--- config.mk ---
export PLATFORM = sky130hd
export DESIGN_NAME = link_pulse_monitor
export DESIGN_NICKNAME = d
export VERILOG_FILES = /design/src/rtl/link_pulse_monitor.sv
export SDC_FILE = /design/constraint.sdc
export NUM_CORES = 1
export LEC_CHECK = 0
export ABC_AREA = 1
export ABC_CLOCK_PERIOD_IN_PS = 3950
export CORE_ASPECT_RATIO = 1.4
export CORE_MARGIN = 5
export CORE_UTILIZATION = 30
export CTS_CLUSTER_SIZE = 12
export DETAILED_ROUTE_END_ITERATION = 16
export GPL_TIMING_DRIVEN = 0
export PLACE_DENSITY = 0.58
export SYNTH_ARGS = -nofsm -noshare
export SYNTH_HDL_FRONTEND = slang
export SYNTH_SLANG_ARGS = --single-unit
--- constraint.sdc ---
create_clock -name clock -period 3.95 [get_ports clock]
set_input_delay 0.5925 -clock clock [delete_from_list [all_inputs] [get_ports clock]]
set_output_delay 0.5925 -clock clock [all_outputs]
set_load 0.01 [all_outputs]
--- src/rtl/link_pulse_monitor.sv ---
// 10BASE-T normal-link-pulse monitor: qualifies pulse spacing against a window and reports link state.
// Define LINK_PULSE_STATS_EN to build the error_count statistics counter; otherwise it reads as zero.
//
// state   | meaning
// --------+-----------------------------------------------------------
// IDLE    | no link; waiting for the first pulse (spacing unchecked)
// ACQUIRE | counting consecutive in-window pulses toward link up
// UP      | link declared; every pulse must stay inside the window
module link_pulse_monitor #(
  parameter int unsigned INTERVAL_MIN = 1000000,
  parameter int unsigned INTERVAL_MAX = 3000000,
  parameter int unsigned GOOD_PULSES  = 3,
  parameter int unsigned CNT_W        = $clog2(INTERVAL_MAX + 2)
) (
  input  logic        clock,
  input  logic        reset_n,
  input  logic        enable,
  input  logic        pulse,
  output logic        link_up,
  output logic        link_change,
  output logic        interval_error,
  output logic [15:0] pulse_count,
  output logic [15:0] error_count
);

  typedef enum logic [1:0] {
    IDLE    = 2'd0,
    ACQUIRE = 2'd1,
    UP      = 2'd2
  } state_t;

  localparam logic [CNT_W-1:0] MIN_C = CNT_W'(INTERVAL_MIN);
  localparam logic [CNT_W-1:0] MAX_C = CNT_W'(INTERVAL_MAX);
  localparam logic [CNT_W-1:0] SAT_C = CNT_W'(INTERVAL_MAX + 1);
  localparam logic [CNT_W-1:0] ONE_C = CNT_W'(1);
  localparam logic [3:0]       GOOD_C = 4'(GOOD_PULSES);

  state_t           state;
  logic [CNT_W-1:0] gap_cnt;
  logic [3:0]       good_cnt;
  logic             early;
  logic             in_window;
  logic             timeout;
  logic             checking;

  // gap_cnt holds the distance to the previous pulse when the next one arrives
  assign early     = pulse && (gap_cnt < MIN_C);
  assign in_window = pulse && (gap_cnt >= MIN_C) && (gap_cnt <= MAX_C);
  assign timeout   = !pulse && (gap_cnt == MAX_C);
  assign checking  = enable && (state != IDLE);

  // Tracked regardless of enable so spacing stays valid across a re-enable
  always_ff @(posedge clock or negedge reset_n) begin
    if (!reset_n) begin
      gap_cnt <= '0;
    end else if (pulse) begin
      gap_cnt <= ONE_C;
    end else if (gap_cnt != SAT_C) begin
      gap_cnt <= gap_cnt + ONE_C;
    end
  end

  always_ff @(posedge clock or negedge reset_n) begin
    if (!reset_n) begin
      state          <= IDLE;
      good_cnt       <= 4'd0;
      link_up        <= 1'b0;
      link_change    <= 1'b0;
      interval_error <= 1'b0;
    end else begin
      link_change    <= 1'b0;
      interval_error <= 1'b0;
      if (!enable) begin
        state    <= IDLE;
        good_cnt <= 4'd0;
        if (link_up) begin
          link_up     <= 1'b0;
          link_change <= 1'b1;
        end
      end else begin
        case (state)
          IDLE: begin
            if (pulse) begin
              state    <= ACQUIRE;
              good_cnt <= 4'd0;
            end
          end
          ACQUIRE: begin
            if (in_window) begin
              good_cnt <= good_cnt + 4'd1;
              if (good_cnt + 4'd1 == GOOD_C) begin
                state       <= UP;
                link_up     <= 1'b1;
                link_change <= 1'b1;
              end
            end else if (early) begin
              good_cnt       <= 4'd0;
              interval_error <= 1'b1;
            end else if (timeout) begin
              state    <= IDLE;
              good_cnt <= 4'd0;
            end
          end
          UP: begin
            if (early) begin
              state          <= ACQUIRE;
              good_cnt       <= 4'd0;
              interval_error <= 1'b1;
              link_up        <= 1'b0;
              link_change    <= 1'b1;
            end else if (timeout) begin
              state       <= IDLE;
              good_cnt    <= 4'd0;
              link_up     <= 1'b0;
              link_change <= 1'b1;
            end
          end
          default: begin
            state    <= IDLE;
            good_cnt <= 4'd0;
          end
        endcase
      end
    end
  end

  always_ff @(posedge clock or negedge reset_n) begin
    if (!reset_n) begin
      pulse_count <= 16'h0000;
    end else if (checking && in_window && (pulse_count != 16'hFFFF)) begin
      pulse_count <= pulse_count + 16'd1;
    end
  end

`ifdef LINK_PULSE_STATS_EN
  logic err_inc;

  // Early pulses and timeouts are mutually exclusive, so one increment per cycle suffices
  assign err_inc = checking && (early || timeout);

  always_ff @(posedge clock or negedge reset_n) begin
    if (!reset_n) begin
      error_count <= 16'h0000;
    end else if (err_inc && (error_count != 16'hFFFF)) begin
      error_count <= error_count + 16'd1;
    end
  end
`else
  assign error_count = 16'h0000;
`endif

endmodule

==> results.py <==
metrics = {
    "status": {
        "status": "finished clean",
    },
    "worst_setup_path": {
        "worstSetupPathType": "input pin to flop",
        "ff2ff_setup_slack_ns": 1.78,
        "crit_path_end_kind": "flop",
        "reg2reg_depth": 12,
        "startpoint_type": "input pin",
        "crit_chain": "clkdlybuf4s50_1 > clkbuf_1 > nand3_1 > nand2_1 > inv_1 > o22ai_1 > nand2_1 > nand2_1",
        "cp.required_ns": 4.17,
        "path_max_fanout": 10,
        "crit_path_frequent_cell": "nand2_1",
        "crit_slowest_cell": "clkdlybuf4s50_1",
        "cpPeakStageDelay_ns": 0.55,
        "arrival_ns": 2.56,
    },
    "grt": {
        "grt_max_degree": 29,
        "grt-ovfl-total": 0,
        "grtUsageTotal_pct": 12.18,
        "grt_pass1_vias": 2954,
        "grt_first_pass_wirelength_um": 13210,
        "antenna_found_initial": 0,
    },
    "placed_design": {
        "io_buffer_count": 22,
        "placed_area_um2": 3664,
        "place.gp.congestion": 0.8765,
        "hpwl_um": 5931,
    },
    "power_and_ir_drop": {
        "vdd_drop_max_mv": 0.1398,
        "combPwrFrac_pct": 12.7,
        "power.internal_mw": 0.7932,
        "power_frac_seq_pct": 47.3,
        "power_mw": 1.066,
        "sw_frac_of_total_pct": 25.61,
        "p_sw_mw": 0.2731,
        "p_per_area_nw_per_um2": 280.0,
        "clockPowerShare_pct": 40.0,
        "power_leakage_nw": 1.783,
    },
    "sta": {
        "setup_tns_ns": 0,
        "hold_viol": 0,
        "final_max_slew_viol_count": 0,
        "clock.fmax_mhz": 427.5,
        "rsz0062_at_grt": "false",
        "setup_viol": 0,
        "skew_ns": 0.008507,
        "tightest_slew_ns": 0.6486,
        "period_needed_ns": 2.339,
        "max_slew_margin_pct": 56.43,
        "fin_crit_sh_pct": 59.22,
    },
    "logic_synthesis": {
        "synth_fa_ha_area_share_pct": 3.911,
        "synth_top_cells_by_area": "dfrtp_1 (37%), nand2_1 (15%), inv_1 (6.6%)",
        "synth_compound_area_share_pct": 8.213,
        "synth-edff-count": 0,
        "synth-simple-area-share_pct": 34.88,
        "synth_area_leader_cell": "dfrtp_1",
        "synth_top_area_share_pct": 36.76,
        "synth-seq-cells": 47,
        "synth.cell_area_um2": 3199,
        "yosysWarnings": 0,
        "synth.distinct_cells": 36,
        "ys.flop_type": "dfrtp_1",
        "avgSynthCellArea_um2": 7.094,
        "yosysSeqAreaShare_pct": 36.76,
        "synthMuxAreaShare_pct": 0,
        "synth_cells": 451,
        "async_flop_share_pct": 100.0,
        "synth_top_family_by_area": "simple AND/OR/NAND/NOR gates",
        "yosys.area_share.xor_xnor_pct": 4.106,
    },
    "cts": {
        "clock-sinks": 47,
        "insertion_delay_ns": 0.29,
        "cts-root-buf": "clkbuf_16",
        "hold_buffers": 0,
        "cts_buffers": 5,
        "cts-htree-levels": 2,
        "cts_tree": "built",
        "clkTransAtPathRegs_ns": 0.06,
        "cts_setup_buffers": 0,
        "cts_buffer_depth": 2,
        "cts_resized": 0,
    },
    "die": {
        "row_count": 44,
        "core_area_um2": 10410,
        "io_pins": 39,
        "dieArea_um2": 12860,
        "die-width_um": 97.28,
        "start_util_pct": 30.75,
        "die_h_um": 132.2,
    },
    "run": {
        "cap_viol_max_count": 0,
    },
    "finish": {
        "layout.nets": 510,
        "final_area_um2": 3807,
        "diodes": 0,
        "areaGrowthSynthToFinish_pct": 19.01,
        "final_layout_size_suffix_gt1_share_pct": 8.871,
    },
    "detailed_routing": {
        "final_antenna_net_count": 0,
        "drt_iter0_markers": 139,
        "wl_per_cell_um": 11.97,
        "wirelength_um": 7589,
        "drc_errors": 0,
        "vias_per_cell": 4.617,
        "firstDrtPassIters": 4,
        "num_vias": 2927,
    },
    "worst_hold_path": {
        "min_path_type": "input pin to asynchronous set/reset pin",
    },
}
## power by group through the flow
stage               clock network, mW  registers (mW)  logic, mW
CTS                             0.447           0.504      0.137
global route                    0.456           0.506      0.157
finish                          0.426           0.504      0.136
detailed placement                  0           0.513      0.136
floorplan                           0           0.513     0.0868
global placement                    0           0.513      0.133
## placed cells by master, fill, tap and decap left out, types with 2 or more instances in the layout
cell,count
nand2_1,125
inv_1,56
dfrtp_1,47
nor2_1,46
nand3_1,35
o21ai_0,24
clkdlybuf4s50_1,21
buf_4,16
conb_1,16
a21oi_1,13
nand4_1,13
nor3_1,13
xor2_1,11
ha_1,10
nor4_1,5
clkbuf_16,5
nor2_2,4
xnor2_1,4
nand2_2,3
o21ai_1,3
clkbuf_1,2
clkinv_1,2
buf_12,2
o21ai_2,2
nand3_2,2
## final cells by class
type | count | area (um2)
Multi-Input combinational cell | 339 | 1695
Tap cell | 138 | 172.7
Buffer | 21 | 162.7
Inverter | 59 | 221.5
Sequential cell | 47 | 1176
Timing Repair Buffer | 23 | 235.2
Clock inverter | 1 | 5.005
Clock buffer | 6 | 138.9
Fill cell | 1132 | 6598
## worst paths after layout
| check | startpoint | endpoint |
|---|---|---|
| worst max-delay path | pulse | link_change |
| worst min register to register | link_up | link_up |
| min in group clock | link_up | link_up |
| worst min-delay path | reset_n | gap_cnt[1] |
| worst max register to register | gap_cnt[0] | gap_cnt[18] |
| max in group asynchronous | reset_n | pulse_count[13] |
## Yosys cell counts (2+ instances only)
library cell    n
nand3_2         2
nor2_2          4
o21ai_1         3
buf_4          16
a21oi_1        13
nand2_2         3
clkbuf_1        2
o21ai_2         2
ha_1           10
dfrtp_1        47
nand4_1        13
nand3_1        35
xor2_1         11
o21ai_0        24
nand2_1       125
clkinv_1        2
nor2_1         46
nor4_1          5
inv_1          56
xnor2_1         4
nor3_1         13
## routing by layer
metal  part of all wire, %  vias to the layer above  wire length [um]  global-route usage [%]
met5                     0                        -                 0                       0
met4                   2.2                        0               168                   6.082
met3                   3.6                       11               271                   2.276
met2                    53                       52              3991                   22.77
met1                    42                     1357              3158                   12.92
li1                      -                     1507                 -                       -
## worst max-delay path: cells and delay by family
family                 cells  cell delay [ns]
buffers and inverters      3             1.11
AND/OR/NAND/NOR            4             0.70
AO/OA/AOI/OAI              1             0.15
## sequential cells by signal (all words and copies together) (netlist names)
name            count
pulse_count        16
interval_error      1
good_cnt            4
state               2
link_change         1
gap_cnt            22
link_up             1
## logic make-up (layout without fill, tap and decap cells)
kind of cell             count (synthesis)  after routing
AO/OA/AOI/OAI                           47             47
XOR/XNOR                                15             15
adder cells (fa/ha/maj)                 10             10
buffers and inverters                   80            110
flip-flops                              47             47
other                                    1             16
AND/OR/NAND/NOR                        251            251
## stage by stage
step                      util, %  setup WS, ns  std cells  hold slack, ns
after floorplan                 -         2.120        466          0.2969
after global placement      35.06        0.8342        626          0.5008
after detailed placement    35.21         1.321        627          0.4922
after CTS                   36.59         1.615        634          0.2802
after global routing        36.59         1.459        634          0.3094
final                       36.59         1.611        634          0.2683
Power figures use the tool's default switching activity.
